<file path="config.mk">
export PLATFORM = sky130hd
export DESIGN_NAME = dcim_cmd_rx
export DESIGN_NICKNAME = d
export VERILOG_FILES = /design/src/rtl/dcim_pkg.sv /design/src/rtl/dcim_cmd_rx.sv
export SDC_FILE = /design/constraint.sdc
export NUM_CORES = 1
export LEC_CHECK = 0
export CORE_ASPECT_RATIO = 1.5
export CORE_MARGIN = 3
export CORE_UTILIZATION = 40
export DETAILED_ROUTE_END_ITERATION = 10
export PLACE_DENSITY = 0.77
export SLEW_MARGIN = 20
export SYNTH_ARGS = -nofsm -noshare
export SYNTH_HDL_FRONTEND = slang
export SYNTH_SLANG_ARGS = --single-unit
</file>
<file path="constraint.sdc">
create_clock -name clk -period 4.3 [get_ports clk]
set_input_delay 0.86 -clock clk [delete_from_list [all_inputs] [get_ports clk]]
set_output_delay 0.86 -clock clk [all_outputs]
set_load 0.005 [all_outputs]
</file>
<file path="src/rtl/dcim_pkg.sv">
// Shared constants for the DCIM command front end: FSM state codes, opcodes,
// readback width and watchdog limit.
package dcim_pkg;

    typedef logic [2:0] state_t;

    localparam state_t IDLE     = 3'd0;
    localparam state_t W_DATA   = 3'd1;
    localparam state_t A_DATA   = 3'd2;
    localparam state_t RUN_WAIT = 3'd3;
    localparam state_t RD_LO    = 3'd4;
    localparam state_t RD_HI    = 3'd5;

    localparam logic [3:0] OP_WRITE_W  = 4'h1;
    localparam logic [3:0] OP_LOAD_ACT = 4'h2;
    localparam logic [3:0] OP_RUN      = 4'h3;
    localparam logic [3:0] OP_READ     = 4'h4;

    localparam int unsigned RD_W          = 16;
    localparam logic [7:0]  TIMEOUT_LIMIT = 8'd255;

endpackage

</file>
<file path="src/rtl/dcim_cmd_rx.sv">
// Byte-serial command parser feeding the DCIM array and returning its result.
// Define DCIM_CMD_TIMEOUT_EN to add an 8-bit RUN_WAIT watchdog.
module dcim_cmd_rx
    import dcim_pkg::*;
#(
    parameter int ROWS   = 16,
    parameter int RES_W  = 16,
    parameter int ADDR_W = 4
) (
    input  logic              clk,
    input  logic              rst_n,
    input  logic [7:0]        in_data,
    input  logic              in_valid,
    output logic              in_ready,
    output logic [7:0]        out_data,
    output logic              out_valid,
    input  logic              out_ready,
    output logic              w_we,
    output logic [ADDR_W-1:0] w_addr,
    output logic [7:0]        w_data,
    output logic [7:0]        act,
    output logic              arr_start,
    input  logic              arr_done,
    input  logic [RES_W-1:0]  arr_result,
    output logic              busy,
    output logic              err
);

    state_t            state_q, state_d;
    logic [ADDR_W-1:0] row_q, row_d;
    logic [RD_W-1:0]   result_q, result_d;
    logic              in_ready_q, in_ready_d;
    logic              out_valid_q, out_valid_d;
    logic [7:0]        out_data_q, out_data_d;
    logic              w_we_q, w_we_d;
    logic [ADDR_W-1:0] w_addr_q, w_addr_d;
    logic [7:0]        w_data_q, w_data_d;
    logic [7:0]        act_q, act_d;
    logic              arr_start_q, arr_start_d;
    logic              busy_q, busy_d;
    logic              err_q, err_d;
    logic              accept;
`ifdef DCIM_CMD_TIMEOUT_EN
    logic [7:0]        wd_q, wd_d;
`endif

    assign accept = in_valid && in_ready_q;

    always_comb begin
        state_d     = state_q;
        row_d       = row_q;
        result_d    = result_q;
        err_d       = err_q;
        act_d       = act_q;
        w_we_d      = 1'b0;
        w_addr_d    = w_addr_q;
        w_data_d    = w_data_q;
        arr_start_d = 1'b0;
`ifdef DCIM_CMD_TIMEOUT_EN
        wd_d        = '0;
`endif
        case (state_q)
            IDLE: begin
                if (accept) begin
                    case (in_data[7:4])
                        OP_WRITE_W: begin
                            row_d   = in_data[ADDR_W-1:0];
                            state_d = W_DATA;
                        end
                        OP_LOAD_ACT: state_d = A_DATA;
                        OP_RUN: begin
                            state_d     = RUN_WAIT;
                            arr_start_d = 1'b1;
                        end
                        OP_READ: state_d = RD_LO;
                        default: err_d = 1'b1;
                    endcase
                end
            end
            W_DATA: begin
                if (accept) begin
                    if (int'(row_q) < ROWS) begin
                        w_we_d   = 1'b1;
                        w_addr_d = row_q;
                        w_data_d = in_data;
                    end else begin
                        err_d = 1'b1;
                    end
                    state_d = IDLE;
                end
            end
            A_DATA: begin
                if (accept) begin
                    act_d   = in_data;
                    state_d = IDLE;
                end
            end
            RUN_WAIT: begin
                // arr_done is ignored during the launch cycle itself
                if (!arr_start_q && arr_done) begin
                    result_d              = '0;
                    result_d[RES_W-1:0]   = arr_result;
                    state_d               = IDLE;
                end
`ifdef DCIM_CMD_TIMEOUT_EN
                else if (wd_q == TIMEOUT_LIMIT) begin
                    err_d   = 1'b1;
                    state_d = IDLE;
                end else begin
                    wd_d = wd_q + 8'd1;
                end
`endif
            end
            RD_LO: if (out_ready) state_d = RD_HI;
            RD_HI: if (out_ready) state_d = IDLE;
            default: state_d = IDLE;
        endcase

        in_ready_d  = (state_d == IDLE) || (state_d == W_DATA) || (state_d == A_DATA);
        busy_d      = (state_d == RUN_WAIT) || (state_d == RD_LO) || (state_d == RD_HI);
        out_valid_d = (state_d == RD_LO) || (state_d == RD_HI);
        case (state_d)
            RD_LO:   out_data_d = result_q[7:0];
            RD_HI:   out_data_d = result_q[15:8];
            default: out_data_d = out_data_q;
        endcase
    end

    always_ff @(posedge clk or negedge rst_n) begin
        if (!rst_n) begin
            state_q     <= IDLE;
            row_q       <= '0;
            result_q    <= '0;
            in_ready_q  <= 1'b1;
            out_valid_q <= 1'b0;
            out_data_q  <= '0;
            w_we_q      <= 1'b0;
            w_addr_q    <= '0;
            w_data_q    <= '0;
            act_q       <= '0;
            arr_start_q <= 1'b0;
            busy_q      <= 1'b0;
            err_q       <= 1'b0;
        end else begin
            state_q     <= state_d;
            row_q       <= row_d;
            result_q    <= result_d;
            in_ready_q  <= in_ready_d;
            out_valid_q <= out_valid_d;
            out_data_q  <= out_data_d;
            w_we_q      <= w_we_d;
            w_addr_q    <= w_addr_d;
            w_data_q    <= w_data_d;
            act_q       <= act_d;
            arr_start_q <= arr_start_d;
            busy_q      <= busy_d;
            err_q       <= err_d;
        end
    end

`ifdef DCIM_CMD_TIMEOUT_EN
    always_ff @(posedge clk or negedge rst_n) begin
        if (!rst_n) wd_q <= '0;
        else        wd_q <= wd_d;
    end
`endif

    assign in_ready  = in_ready_q;
    assign out_data  = out_data_q;
    assign out_valid = out_valid_q;
    assign w_we      = w_we_q;
    assign w_addr    = w_addr_q;
    assign w_data    = w_data_q;
    assign act       = act_q;
    assign arr_start = arr_start_q;
    assign busy      = busy_q;
    assign err       = err_q;

endmodule

</file>
### Yosys cells after proc, flatten, opt, wreduce, memory -nomap -nowiden

Index checks and enable logic that the tools add are counted.

* register bits: 57
* latch bits: 0
* RAM bits: 0
* ROM bits: 0
* input bits: 29
* output and inout port bits: 34
* word-level logic and storage cells: 59
* memories kept: 0

* add/sub/neg operators: 0
* multipliers: 0
* div/mod/pow operators: 0
* magnitude comparators: 0
* eq/ne operators: 14
* shift operators: 0
* muxes and demuxes: 13
* bitwise logic cells: 1
* reduce and logical (&&, ||, !) cells: 18

Operators by type and width (number)
* 8-bit one-hot mux with 2 select lines: 1
* 3-bit two-way mux: 5
* 3-bit one-hot mux with 5 select lines: 1
* 3-bit by 2-bit == test with 1-bit output (second input constant): 4
* 3-bit == test (second input constant): 4
* 3-bit one-hot mux with 4 select lines: 1
* 4-bit by 2-bit == test with 1-bit output (second input constant): 2
* 3-bit by 1-bit == test with 1-bit output (second input constant): 2
* 3-bit zero test: 2
* 2-bit AND reduction: 3
* 3-bit AND reduction: 2
* 1-bit logical OR: 5
* 1-bit two-way mux: 5
* 4-bit by 1-bit == test with 1-bit output (second input constant): 1
* 4-bit by 3-bit == test with 1-bit output (second input constant): 1
* 4-bit OR reduction: 1
* 1-bit logical AND: 2
* 2-bit nonzero test: 1
* 2-bit OR reduction: 1
* 1-bit zero test: 1
* 1-bit NOT: 1

### Longest topological paths before layout

* depth after elaboration: 7
* depth in mapped cells: 6
* gate-level depth less buffers: 5

### Least setup slack after synthesis

No wires, ideal clock.

* path kind: input to register
* from: input port arr_done
* to: register result_q[10]
* library setup time: 125 ps
* data arrival time: 1865 ps
* required time: 4175 ps
* slack: 2310 ps
* stages: 5
* path buffers: 1
* cell sequence: nor2b_1 nand2_1 nor2_2 buf_4 mux2_2

* word-level cells in the longest chain between the ends: 2

RTL lines
* start: declaration: RTL line dcim_cmd_rx.sv:23 `input logic arr_done,`
* 1-bit logical AND: RTL line dcim_cmd_rx.sv:100 `if (!arr_start_q && arr_done) begin`
* 2-bit AND reduction (no line)
* end signal: assignment: RTL line dcim_cmd_rx.sv:147 `result_q <= result_d;`
* end: declaration: RTL line dcim_cmd_rx.sv:31 `logic [RD_W-1:0] result_q, result_d;`

Every way passes these cells.
A chain may end at the register's enable or synchronous reset.

### Worst setup path after layout

* from: input port in_valid
* to: register out_data_q[0] (netlist: out_data[0])

* word-level cells in the longest chain between the ends: 5
* elaborated cells between the ends (all ways): 8
* classes of those cells: 2 x eq/ne; 4 x mux; 2 x reduce/logical

RTL lines
* start: declaration: RTL line dcim_cmd_rx.sv:13 `input logic in_valid,`
* 1-bit logical AND *: RTL line dcim_cmd_rx.sv:47 `assign accept = in_valid && in_ready_q;`
* 3-bit two-way mux (on tied branches): RTL line dcim_cmd_rx.sv:81, dcim_cmd_rx.sv:93, dcim_cmd_rx.sv:64
* 3-bit one-hot mux with 5 select lines *: RTL line dcim_cmd_rx.sv:62 `case (state_q)`
* 3-bit == test: RTL line dcim_cmd_rx.sv:122 `case (state_d)`
* 8-bit one-hot mux with 2 select lines or 2-bit nonzero test (tied branches)
* end signal: assignment: RTL line dcim_cmd_rx.sv:150 `out_data_q <= out_data_d;`
* end: declaration: RTL line dcim_cmd_rx.sv:34 `logic [7:0] out_data_q, out_data_d;`

Every way passes the cells marked *; elsewhere a longest branch is shown, timed or not.

==> results.md <==
- The flow ran to the end, and the final reports show no timing, DRC or antenna violations.
- The areal power density over the cells is 688.4 mW/mm2.
- At the pin with the least slew margin, the transition time is 0.8071 ns.
- The core region is 0.005574 mm2.
- For this run, asynchronously set or reset flops after synthesis account for 1.000.
- In this run the critical register-to-register path is launched from in_ready.
- The ratio of final minimum period to clock period is 0.6022.
- The number of I/O port buffers is 62.
- For this design, the CTS-stage hold fixing added 0 buffers.
- In this run the cell area of the synthesized design comes to 0.002346 mm2.
- Before antenna repair, the detailed router went through 4 iterations.
- The height of the die is 99.80 um.
- STA classifies the critical path startpoint as a primary input.
- The final core utilization is 0.5769.
- The final routed wirelength across all metal layers is 4292 um.
- The wire length per cell after detailed routing is 13.33 um.
- The arrival time at the worst endpoint is 2.84 ns.
- The via count of the routed design is 1568.
- Clock-pin slew was measured on the worst setup and hold paths at 0.07 ns.
- CTS placed an instance of sky130_fd_sc_hd__clkbuf_8 at the clock tree root.
- Based on the critical path, the design can be clocked at up to 0.3862 GHz.
- After routing, the total negative slack on setup checks comes to 0 ns.
- Entering global routing, the biggest net connects 38 pins.
- OpenSTA, run right after detailed placement, puts the worst setup slack at 1.362 ns.
- The first global-routing pass estimated 6879 um of wire.
- The post-detailed-route via-to-cell ratio is 4.870.
- The initial antenna violation count came to 0.
- The family with the most delay on the worst path is compound AO/OA/AOI/OAI gates.
- Yosys attributes the largest share of cell area to sky130_fd_sc_hd__dfrtp_1, sky130_fd_sc_hd__mux2_2, sky130_fd_sc_hd__nand2_1.
- The net switching component of the power is 0.0006306 W.
- Of the post-synthesis cell area, the dominant cell type holds 0.5973.
- The delay contributed by the slowest stage of the critical path is 0.77 ns.
- The tree built by TritonCTS fans out to 57 sinks.
- The cell count after synthesis is 178.
- Measured against its own limit, the worst slew margin works out to 0.4619.
- The highest layer touched by signal routing is met4.
- The final antenna diode count is 0.
- Of all cell types, the one taking the most synthesized area is sky130_fd_sc_hd__dfrtp_1.
- After routing the design area is 0.003216 mm2.
- STA classifies the critical path endpoint as a flip-flop.
- Cell internal power was estimated by the tool at 0.001583 W.
- Setup repair after global routing left no endpoint under its margin.
- After floorplanning, the core was divided into 33 placement rows.
- The post-layout minimum cycle time is 2.589 ns.
- The part of the total power dissipated in combinational logic is 0.353.
- The area added between synthesis and finish is 37.07%.
- Counting both buffers and inverters, the worst setup path holds a total of 1.
- The TritonCTS clock tree is built.
- The total length of routed met3 wires is 282 um.
- By instance count, the leading cell after synthesis is sky130_fd_sc_hd__dfrtp_1.
- Counting the buffers created by CTS gives 9.
- In this run, the number of DRC markers left after iteration 0 of detailed routing was 73.
- The worst hold path class is primary input to async pin.
- The placed instances occupy a cell area of 0.003007 mm2.
- The number of global-route vias before repair was 1460.
- STA puts the critical path data required time at 4.55 ns.
- The final max-slew violation count was 0.
- The number of H-tree branching levels is 3.
- The mean post-synth cell area is 13.18 um2.
- Setup violations remaining at the end of the flow were counted as 0.
- The maximum clock insertion buffer count is 2.
- The number of nets handed over by synthesis was 207.
- For this configuration, the core starts out at a cell density of 0.4209.
- The number of antenna-violating nets in the routed design is 0.
- After legalization and detailed placement, the total HPWL measured 3239 um.
- In the final layout, the share of cells above drive strength 1 is 0.2460.
- IR analysis of the VDD net gives a maximum drop of 392.1 uV.
- The die area is 0.006839 mm2.
- In the global route stage, overall resource usage came out at 0.1398.
- The final estimated routing congestion in global placement is 0.8869.
- In the synthesized netlist the dominant register cell turns out to be sky130_fd_sc_hd__dfrtp_1.
- The worst register-to-register path ends at out_data[0].
- Synthesis instantiated 33 different standard cells from the library.
- The number of nets in the layout is 276.
- The share of power burned in the clock network is 0.237.
- The critical path goes through clkdlybuf4s50_1 > nand3b_1 > nor4_2 > a32o_1 > nor2_1 > a21oi_2.
- Measured in cells, the most critical reg-to-reg path has a length of 5.
- By startpoint and endpoint, the worst setup path is classified as primary input to flip-flop.
- The share of the Yosys chip area taken by registers is 0.6085.
- At the later pin of the worst-skew pair, clock insertion delay measures 0.33 ns.
- Yosys printed 0 warnings.
- Sorting the synthesized cells by how often they occur yields sky130_fd_sc_hd__dfrtp_1, sky130_fd_sc_hd__mux2_2, sky130_fd_sc_hd__nand2_1.
- Setup slack on the worst reg-to-reg path comes out at 2.20 ns.
- The remaining global-route overflow is 0.
- The final setup slack of the worst path is 1.711 ns.
- In this run the static leakage power is 1.426 nW.
- The number of design rule violations left after detail routing is 0.
- The share of total power dissipated in sequential elements is 0.410.
- The met1 routed wirelength after detailed routing is 1627 um.
- The slowest stage cell on the critical path is sky130_fd_sc_hd__a32o_1.
- Synthesis inferred 57 register bits.
- The largest clock skew in the final design is 0.007962 ns.
- The number of flops mapped to enable cells by yosys is 0.
- The count of buffers added by post-CTS timing repair for setup is 0.
- The die width is 68.53 um.
- The total count of hold-check failures in the final report is 0.
- In this run, post-CTS repair resized a total of 0 instances.
- Of all nets on the critical path, the largest fanout is 19.
- The met2 wire length is 2302 um.
- The I/O pin count is 63.
- Of the total power, the share spent switching nets is 0.2849.
- The tool flagged a number of max-cap violations equal to 0.
## cell families (layout without fill, tap and decap cells)
kind of cell           Yosys count  after routing  share of synthesized area
buffers and inverters            9             83                    0.02773
XOR/XNOR                         1              1                   0.003734
flip-flops                      57             57                     0.6085
AND/OR/NAND/NOR                 54             54                     0.1104
AO/OA/AOI/OAI                   17             17                    0.06187
multiplexers                    40             40                     0.1877
## worst max-delay path by stage
stage	startpoint	end	slack [ns]	depth (start not counted)
finish	in_valid	out_data[0]	1.71	6
global route	in_valid	out_data[1]	1.56	6
CTS	in_valid	out_data[1]	1.72	6
detailed placement	in_valid	out_data[0]	1.36	6
global placement	in_valid	out_data[7]	1.44	6
floorplan	arr_done	result_q[10]	2.31	5
## flip-flops by register name (all words and copies together), names as in the netlist
name       flops
act            8
arr_start      1
busy           1
err            1
in_ready       1
out_data       8
out_valid      1
result_q      16
row_q          4
state_q        3
w_addr         4
w_data         8
w_we           1
## power by group through the flow
stage | clock network (W) | registers [W] | logic, W
5_1_grt | 0.000564 | 0.000940 | 0.000860
3_3_place_gp | 0 | 0.000913 | 0.000777
6_report | 0.000525 | 0.000907 | 0.000782
2_1_floorplan | 0 | 0.000910 | 0.000435
3_5_place_dp | 0 | 0.000922 | 0.000797
4_1_cts | 0.000541 | 0.000913 | 0.000800
## per-stage QoR
step | power (W) | hold slack [ns] | instances
global placement | 0.001689 | 0.4425 | 306
detailed placement | 0.001719 | 0.4558 | 306
global route | 0.002364 | 0.4795 | 322
finish | 0.002214 | 0.4595 | 322
CTS | 0.002254 | 0.4515 | 322
floorplan | 0.001345 | 0.4348 | 178
## cell type report
type	instances	area (um2)
multi-input combinational	112	853.3
clock inverter	7	85.08
sequential	57	1428
timing repair buffer	63	623.1
clock buffer	9	123.9
tap	70	87.58
fill	489	2359
inverter	4	15.01
## placed cells by master (no fill, tap or decap), drive strengths merged, types with 3 or more instances in the layout
master / synthesis / final
a21oi: 9 / 9
clkbuf: 0 / 9
clkdlybuf4s50: 0 / 61
clkinv: 0 / 5
dfrtp: 56 / 56
inv: 4 / 4
mux2: 32 / 32
mux2i: 8 / 8
nand2: 28 / 28
nor2: 13 / 13
nor2b: 3 / 3
## metal layers
metal  vias up  track usage
met5         -            0
met4         0      0.09801
met3         8      0.04255
met2        49       0.2230
met1       761       0.1529
li1        750            -
## worst reg2reg max path, stage by stage (launching register included)
cell	delay, ns
sky130_fd_sc_hd__dfstp_2	0.57
sky130_fd_sc_hd__nand3b_1	0.15
sky130_fd_sc_hd__nor4_2	0.28
sky130_fd_sc_hd__a32o_1	0.77
sky130_fd_sc_hd__nor2_1	0.11
sky130_fd_sc_hd__a21oi_2	0.14
Note: power is estimated with default switching activity, not from simulation.
